`config.mk`:
```
export PLATFORM = sky130hd
export DESIGN_NAME = rv_instr_stim_gen
export DESIGN_NICKNAME = d
export VERILOG_FILES = /design/src/rtl/rv_instr_stim_gen.sv
export SDC_FILE = /design/constraint.sdc
export NUM_CORES = 1
export LEC_CHECK = 0
export CAP_MARGIN = 25
export CORE_UTILIZATION = 50
export CTS_BUF_LIST = sky130_fd_sc_hd__clkbuf_16
export DETAILED_ROUTE_END_ITERATION = 12
export PLACE_DENSITY = 0.87
export SLEW_MARGIN = 20
export SYNTH_ARGS = -nofsm -noshare
export SYNTH_HDL_FRONTEND = slang
export SYNTH_SLANG_ARGS = --single-unit
```
`constraint.sdc`:
```
create_clock -name clk -period 2.4 [get_ports clk]
set_input_delay 0.36 -clock clk [delete_from_list [all_inputs] [get_ports clk]]
set_output_delay 0.36 -clock clk [all_outputs]
set_load 0.01 [all_outputs]
```
`src/rtl/rv_instr_stim_gen.sv`:
```
// rv_instr_stim_gen: LFSR-driven RISC-V instruction source that issues
// R-type / I-type / load words over valid/ready, then drains with NOPs.
module rv_instr_stim_gen #(
   parameter logic [31:0] SEED       = 32'h000002DE,
   parameter int          NUM_INSTR  = 64,
   parameter int          DRAIN_NOPS = 5,
   parameter int          CNT_W      = 16
) (
   input  logic             clk,
   input  logic             reset,
   input  logic             start,
   input  logic [1:0]       mode,
   input  logic             instr_ready,
   output logic             instr_valid,
   output logic [31:0]      instr,
   output logic             done,
   output logic [CNT_W-1:0] issued_count
);

   localparam logic [31:0] NOP       = 32'h00000013;
   localparam logic [31:0] MASK      = 32'h80200003;
   localparam logic [31:0] SEED_EFF  = (SEED == 32'd0) ? 32'd1 : SEED;
   localparam logic [31:0] DRAIN_N   = 32'(DRAIN_NOPS);
   localparam bit          HAS_DRAIN = (DRAIN_NOPS > 0);

   localparam logic [CNT_W-1:0] CNT_MAX  = {CNT_W{1'b1}};
   localparam logic [CNT_W-1:0] LAST_IDX = CNT_W'(NUM_INSTR - 1);

   typedef enum logic [1:0] {
      S_IDLE,
      S_RUN,
      S_DRAIN,
      S_DONE
   } state_e;

   state_e           state_q, state_d;
   logic [31:0]      lfsr_q, lfsr_d;
   logic [CNT_W-1:0] cnt_q, cnt_d;
   logic [1:0]       mode_q, mode_d;
   logic [31:0]      drain_q, drain_d;
   logic             valid_q, valid_d;
   logic             done_q, done_d;

   logic [31:0] lfsr_nxt;
   logic [4:0]  rd, rs1, rs2;
   logic [2:0]  f3, f3_l;
   logic [11:0] imm, imm_i;
   logic [6:0]  f7;
   logic [1:0]  kind;
   logic [31:0] r_word, i_word, l_word, gen_word;

   // Right-shifting Galois step; taps applied when the bit shifted out is 1.
   assign lfsr_nxt = {1'b0, lfsr_q[31:1]} ^ (lfsr_q[0] ? MASK : 32'd0);

   always_comb begin
      rd   = lfsr_q[4:0];
      rs1  = lfsr_q[9:5];
      rs2  = lfsr_q[14:10];
      f3   = lfsr_q[17:15];
      imm  = lfsr_q[29:18];
      f7   = ((f3 == 3'd0 || f3 == 3'd5) && lfsr_q[30]) ? 7'h20 : 7'h00;
      unique case (f3)
         3'd1:    imm_i = imm & 12'h01F;
         3'd5:    imm_i = imm & 12'h41F;
         default: imm_i = imm;
      endcase
      f3_l   = (f3 == 3'd3 || f3 >= 3'd6) ? 3'd2 : f3;
      r_word = {f7, rs2, rs1, f3, rd, 7'b0110011};
      i_word = {imm_i, rs1, f3, rd, 7'b0010011};
      l_word = {imm, rs1, f3_l, rd, 7'b0000011};
      kind   = (mode_q == 2'd3) ? lfsr_q[31:30] : mode_q;
      unique case (kind)
         2'd1:    gen_word = i_word;
         2'd2:    gen_word = l_word;
         default: gen_word = r_word;
      endcase
   end

   always_comb begin
      state_d = state_q;
      lfsr_d  = lfsr_q;
      cnt_d   = cnt_q;
      mode_d  = mode_q;
      drain_d = drain_q;
      unique case (state_q)
         S_IDLE, S_DONE: begin
            if (start) begin
               state_d = S_RUN;
               mode_d  = mode;
               cnt_d   = '0;
            end
         end
         S_RUN: begin
            if (instr_ready) begin
               lfsr_d = lfsr_nxt;
               if (cnt_q != CNT_MAX) cnt_d = cnt_q + 1'b1;
               if (cnt_q == LAST_IDX) begin
                  if (HAS_DRAIN) begin
                     state_d = S_DRAIN;
                     drain_d = DRAIN_N;
                  end else begin
                     state_d = S_DONE;
                  end
               end
            end
         end
         S_DRAIN: begin
            if (instr_ready) begin
               drain_d = drain_q - 32'd1;
               if (drain_q == 32'd1) state_d = S_DONE;
            end
         end
         default: state_d = S_IDLE;
      endcase
      valid_d = (state_d == S_RUN) || (state_d == S_DRAIN);
      done_d  = (state_d == S_DONE);
   end

   always_ff @(posedge clk) begin
      if (reset) begin
         state_q <= S_IDLE;
         lfsr_q  <= SEED_EFF;
         cnt_q   <= '0;
         mode_q  <= 2'd0;
         drain_q <= 32'd0;
         valid_q <= 1'b0;
         done_q  <= 1'b0;
      end else begin
         state_q <= state_d;
         lfsr_q  <= lfsr_d;
         cnt_q   <= cnt_d;
         mode_q  <= mode_d;
         drain_q <= drain_d;
         valid_q <= valid_d;
         done_q  <= done_d;
      end
   end

   assign instr        = (state_q == S_RUN) ? gen_word : NOP;
   assign instr_valid  = valid_q;
   assign done         = done_q;
   assign issued_count = cnt_q;

endmodule
```
==> results of run 1 <==
## path summary, 6_finish.rpt
kind                               endpoint  slack [ns]
worst max-delay path            drain_q[28]       -0.18
worst min-delay path             lfsr_q[28]        0.48
worst max register to register  drain_q[28]       -0.18
worst min register to register   lfsr_q[28]        0.48
## stage by stage
step | cell area (um2) | util (%) | power, mW | hold WS, ns
4_1_cts | 5890 | 71.0 | 4.54 | 0.470
6_report | 6280 | 75.7 | 5.01 | 0.476
2_1_floorplan | 4420 | - | 2.50 | 0.436
3_3_place_gp | 5320 | 64.1 | 2.86 | 0.451
3_5_place_dp | 5320 | 64.1 | 2.92 | 0.454
5_1_grt | 6280 | 75.7 | 5.14 | 0.505
## per-layer routing
layer	routed length [um]	share of wire (%)	global-route usage [%]	vias to the layer above
met3	1510	9.2	4.99	115
met4	1070	6.5	15.7	0
met1	5990	37	36.0	2272
met5	0	0	0	-
met2	7760	48	50.8	397
li1	-	-	-	2098
## cell usage in the layout (no fill, tap or decap), drive strengths merged, types with 12 or more instances in the layout
cell           instances
a211oi                13
a21oi                 56
and2                  21
buf                   79
clkbuf                20
clkdlybuf4s50         34
dfxtp                 86
inv                   16
nand2                 77
nand3                 23
nor2                  42
o21ai                 12
xnor2                 23
## cells by family after synthesis
group                    count (synthesis)
AND/OR/NAND/NOR                        241
buffers and inverters                   54
multiplexers                             5
AO/OA/AOI/OAI                          118
adder cells (fa/ha/maj)                  8
flip-flops                              86
XOR/XNOR                                24
other                                    2
## critical path: cells and delay by family, from the launching register on
family,cells,cell delay [ns]
AND/OR/NAND/NOR,3,1.44
AO/OA/AOI/OAI,1,0.46
flip-flops,1,0.40
XOR/XNOR,1,0.17
## layout make-up
| cell class | count | area share [%] |
|---|---|---|
| Inverter | 17 | 1.02 |
| Timing Repair Buffer | 126 | 18.5 |
| Multi-Input combinational cell | 402 | 45.7 |
| Clock buffer | 9 | 3.58 |
| Sequential cell | 86 | 27.5 |
| Clock inverter | 5 | 1.59 |
| Tap cell | 105 | 2.09 |
## power by group
part           switching [mW]  internal, mW  total [mW]
clock network           0.580          1.00        1.58
logic                    1.07         0.678        1.75
registers               0.143          1.53        1.67
## registers in the layout, indices dropped and copies added, names as in the netlist
| name | flops |
|---|---|
| mode_q | 2 |
| drain_q | 32 |
| state_q | 2 |
| instr_valid | 1 |
| done | 1 |
| lfsr_q | 32 |
| issued_count | 16 |
## what timing repair did
| action | CTS | global route |
|---|---|---|
| endpoints found under the setup margin | 46 | 56 |
| pin swaps | 19 | 28 |
| gates cloned | 1 | 4 |
| resized for setup | 70 | 85 |
| setup buffers | 9 | 9 |
| hold buffers | 0 | 0 |
==> metrics, run 1 <==
fin nets=656; largest family of logic cells by synthesized area=simple AND/OR/NAND/NOR gates; First-pass DRT Iterations=6; post-route non-filler standard cell count=750; Worst Reg-to-Reg Cells=5; gr ovfl total=0; largest fanout on the critical path=8; Multi-input gate area=approximately 2900 um2; mapped cell area=4320 um2; Critical Path AT=2.82 ns; Worst Clk Skew=between 0.008 and 0.009 ns; via count=4882; Iter 0 DRT Violations=524; actual slew at the worst max-slew pin=between 0.7 and 0.8 ns; min Tclk post-route=roughly 2.6 ns; Ports=56; area leader, netlist=dfxtp_1; endpoint class of the critical path=flip-flop; ant diodes=0; vias in the first global route=roughly 4.4k; Post-Route WL=16300 um; final setup TNS=-2.21 ns; Slew Viols, Final=0; setup violators final=41; Crit Path Category=flip-flop to flip-flop; Top FF cell, synth=dfxtp_1; fmax=0.388 GHz; Final period util=107%; post-route setup slack=-0.177 ns; Final Hold Viols=0; Worst Setup SP=drain_q[18]; worst min path class=flip-flop to flip-flop; CTS root buffer=clkbuf_16; die footprint=~9000 um2; Yosys reg bits=86; Lkg Pwr=2.30 nW; clk_lat worst skew=between 0.3 and 0.4 ns; violated checks=setup timing; number of synthesized flops with an enable pin=0; CP max stage cell=or4_1; FF+latch area=1730 um2; Simple-Gate Fraction of Synth Area=approximately 28%; CP max stage delay=0.72 ns; mux cell area share after synthesis=1.16%; Async SR Flop Fraction=0%; register area share after synthesis=39.8%; pin count of the biggest net entering global routing=36; CTS clk-pin slew, worst paths=0.06 ns; CP cell instances=or4_1, or4_1, a2111oi_4, xnor2_1, nor2_1; drt drc=0; DP HPWL=7600 um; Synth Area in XOR/XNOR=a little under 5%; share of cells above drive strength 1=29.6%; Sink Count=86; Slew HR=50.0%; drt via density=6.51; first-pass GRT wire length=21000 um; Die Width=95.0 um; Clock H-tree levels=3; maximum VDD drop=0.467 mV; Max Cap Viol=0; Core Region=8300 um2; CTS Buffer Depth=2; Hold Startpoint=lfsr_q[29]; Post-Syn Instances=538; count leader, synth=dfxtp_1; initial antenna violation count=0; adder-cell share of the synthesized area=2.32%; power per cell area=797 nW/um2; status=complete, but fails checks; Worst path most repeated cell=or4_1; warnings from Yosys=0; r2r startpoint=drain_q[18]; mean post-synth cell area=8.04 um2; count of different cell masters after synthesis=51; crit start category=flip-flop; area grow syn2layout=45.4%; worst slack at placement=-0.186 ns; num rows=33; RSZ-0062 raised after global routing=yes; Post-synth top cells=dfxtp_1 (86), nand2_1 (77), a21oi_1 (56), nor2_1 (42), clkbuf_1 (26); initial core utilization=52.1%; Post-DRT Antenna Nets=0; Critical Path RT=2.64 ns; Die H=about 95 um; drt wl/cell=between 20 and 25 um; Worst Hold Depth=2; Synth Area in Compound Gates=18.0%; CTS tree=yes; RePlAce Congestion=0.854; Post-Place Cells=713; CTS Buf Count=9; Filler cells=444; PortBufs=50; top post-synthesis cells by area=dfxtp_1 (40%), nand2_1 (6.7%), a21oi_1 (6.5%), xnor2_1 (4.7%), nor2_1 (3.6%); post-synth top area share=between 30% and 40%; Global Route Usage Sum=between 20% and 30%
Note: power is estimated with default switching activity, not from simulation.
==> run 2, diff against run 1 <==
--- a/config.mk
+++ b/config.mk
@@ -5,11 +5,12 @@
 export SDC_FILE = /design/constraint.sdc
 export NUM_CORES = 1
 export LEC_CHECK = 0
+export ABC_AREA = 1
 export CAP_MARGIN = 25
-export CORE_UTILIZATION = 50
+export CORE_UTILIZATION = 51
 export CTS_BUF_LIST = sky130_fd_sc_hd__clkbuf_16
 export DETAILED_ROUTE_END_ITERATION = 12
-export PLACE_DENSITY = 0.87
+export PLACE_DENSITY = 0.88
 export SLEW_MARGIN = 20
 export SYNTH_ARGS = -nofsm -noshare
 export SYNTH_HDL_FRONTEND = slang
==> metrics, run 2 <==
status=finished clean; initial core utilization=52.2% (+0.10 points); setup violators final=0 (-100%); FF+latch area=1730 um2 (-0.22%); clk_lat worst skew=0.34 ns (about the same); endpoint class of the critical path=primary output; initial antenna violation count=0 (unchanged); most common cell after layout, fill and taps aside=nand2_1; drt drc=0 (unchanged); share of cells above drive strength 1=10.2% (-19 points); First-pass DRT Iterations=6 (unchanged); number of synthesized flops with an enable pin=0 (unchanged); via count=4893 (+0.23%); first-pass GRT wire length=19200 um (-8.2%); worst slack at placement=-0.149 ns (+0.0365 ns); RSZ-0062 raised after global routing=yes; DP HPWL=7830 um (+3.0%); Power Total=3.90 mW (-22%); power per cell area=671 nW/um2 (-16%); CP max stage cell=dfxtp_2; die footprint=9800 um2 (+8.7%); Top FF cell, synth=dfxtp_1; Iter 0 DRT Violations=263 (-50%); Slew HR=65.7% (+16 points); maximum VDD drop=0.401 mV (-14%); Async SR Flop Fraction=0% (unchanged); vias in the first global route=4243 (-2.5%); CTS tree=yes; count leader, synth=nand2_1; Ports=56 (unchanged); Max Cap Viol=0 (unchanged); top post-synthesis cells by area=dfxtp_1 (36%), nand2_1 (13%), nor2_1 (12%), inv_1 (7.1%), a21oi_1 (5.1%); crit start category=flip-flop; fin nets=822 (+25%); CTS clk-pin slew, worst paths=0.07 ns (about the same); area leader, netlist=dfxtp_1; Critical Path RT=2.04 ns (-0.60 ns); CTS root buffer=clkbuf_16; register area share after synthesis=35.9% (-4.0 points); Yosys reg bits=86 (unchanged); post-synth top area share=35.9% (-4.0 points); post-route setup slack=0.0713 ns (+0.248 ns); Post-synth top cells=nand2_1 (165), nor2_1 (155), inv_1 (91), dfxtp_1 (86), a21oi_1 (49); Global Route Usage Sum=24.0% (-5.8 points); fmax=0.429 GHz (+11%); mean post-synth cell area=6.41 um2 (-20%); largest fanout on the critical path=5 (-3); Post-Route WL=11900 um (-27%); CTS Buf Count=9 (unchanged); Post-Syn Instances=749 (+39%); count of different cell masters after synthesis=39 (-24%); min Tclk post-route=2.33 ns (-0.248 ns); actual slew at the worst max-slew pin=0.511 ns (-0.238 ns); Final period util=97.0% (-10 points); area grow syn2layout=21.0%; mapped cell area=4800 um2 (+11%); ant diodes=0 (unchanged); Clock H-tree levels=3 (unchanged); PortBufs=50 (unchanged); pin count of the biggest net entering global routing=33 (-8.3%); Die Width=99.0 um (+4.2%); Slew Viols, Final=0 (unchanged); CTS Buffer Depth=2 (unchanged); CP cell instances=inv_2, o21ai_4, inv_2, ha_4, buf_4, nand2_2, inv_1, buf_4, a22o_1, buf_2; gr ovfl total=0 (unchanged); Post-DRT Antenna Nets=0 (unchanged); Filler cells=775 (+75%); RePlAce Congestion=0.873 (+2.2%); Multi-input gate area=2620 um2 (-8.8%); final setup TNS=0 ns (+2.21 ns); commonest non-fill, non-tap cells in the layout=nand2_1 (163), nor2_1 (154), inv_1 (87); Core Region=9200 um2 (+11%); Crit Path Category=flip-flop to primary output; Worst Clk Skew=0.0109 ns (+0.00193 ns); worst min path class=flip-flop to flip-flop; Lkg Pwr=2.64 nW (+15%); drt wl/cell=12.9 um (-41%); CP max stage delay=0.32 ns (-0.40 ns); Hold WS=0.467 ns (-0.00921 ns); num rows=35 (+6.1%); Critical Path AT=1.97 ns (-0.85 ns); drt via density=5.30 (-19%); CTS Hold Bufs=0 (unchanged); Final Hold Viols=0 (unchanged); Die H=99.0 um (+4.2%); warnings from Yosys=0 (unchanged); Sink Count=86 (unchanged)
==> run 2: changes by cell type in the layout (fill, tap and decap cells not counted), sizes merged, moves of 11 or more <==
cell / change
nand2: +91
and2: -16
nand3: +12
inv: +80
nand4: +13
buf: -46
a211oi: -11
xnor2: -18
o21ai: +35
nor2: +117
==> run 2: per-stage QoR <==
step	std cells	area (um2)	util (%)
2_1_floorplan	752	4810	-
3_3_place_gp	902	5430	59.0
3_5_place_dp	902	5430	59.0
4_1_cts	920	5760	62.6
5_1_grt	924	5810	63.1
6_report	924	5810	63.1
==> run 2: path summary, 6_finish.rpt <==
kind | cells after the start | slack [ns] | start | to
hold reg to reg | 2 | 0.47 | lfsr_q[24] | lfsr_q[24]
hold / removal | 2 | 0.47 | lfsr_q[24] | lfsr_q[24]
setup / recovery | 10 | 0.07 | mode_q[0] | instr[21]
setup reg to reg | 10 | 0.16 | state_q[0] | issued_count[1]
==> run 2: kinds of logic (layout without fill, tap and decap cells) <==
family | Yosys count | in the layout | share of synthesized area [%]
simple gates | 405 | 405 | 35.9
buf+inv | 125 | 186 | 11.0
xor+xnor | 12 | 12 | 2.19
flops | 86 | 86 | 35.9
fa+ha+maj | 8 | 8 | 2.09
other cells | 2 | 5 | 0.156
compound gates | 111 | 111 | 12.8
==> run 2: what timing repair did <==
item / CTS / global route
setup buffers: 2 / 4
resized for setup: 43 / 20
pin swaps: 3 / 5
cloned: 0 / 0
setup endpoints to repair: 17 / 24
==> run 2: per-layer routing <==
| metal | part of all wire (%) | track usage (%) | routed length [um] |
|---|---|---|---|
| met5 | 0 | 0 | 0 |
| met4 | 1.7 | 7.00 | 208 |
| met3 | 5.0 | 5.32 | 601 |
| met2 | 48 | 40.3 | 5750 |
| met1 | 45 | 30.9 | 5350 |
==> run 2: critical path: cells and delay by family, from the launching register on <==
family	cells	cell delay [ns]
buffers and inverters	6	0.58
AOI/OAI and AO/OA	2	0.39
DFF	1	0.32
adders and majority gates	1	0.25
and+or+nand+nor	1	0.07
==> run 2: final cells by class <==
class,count,area share (%)
clock buffers,9,3.88
clock inverters,7,1.36
inverters,93,6.01
multi-input cells,541,45.1
flip-flops and latches,86,29.7
well taps,111,2.39
repair buffers,77,11.5
==> run 2: power breakdown <==
group | leakage [nW] | switching, mW | internal (mW)
registers | 0.701 | 0.0643 | 1.51
clock network | 0.151 | 0.603 | 0.821
logic | 1.79 | 0.576 | 0.323
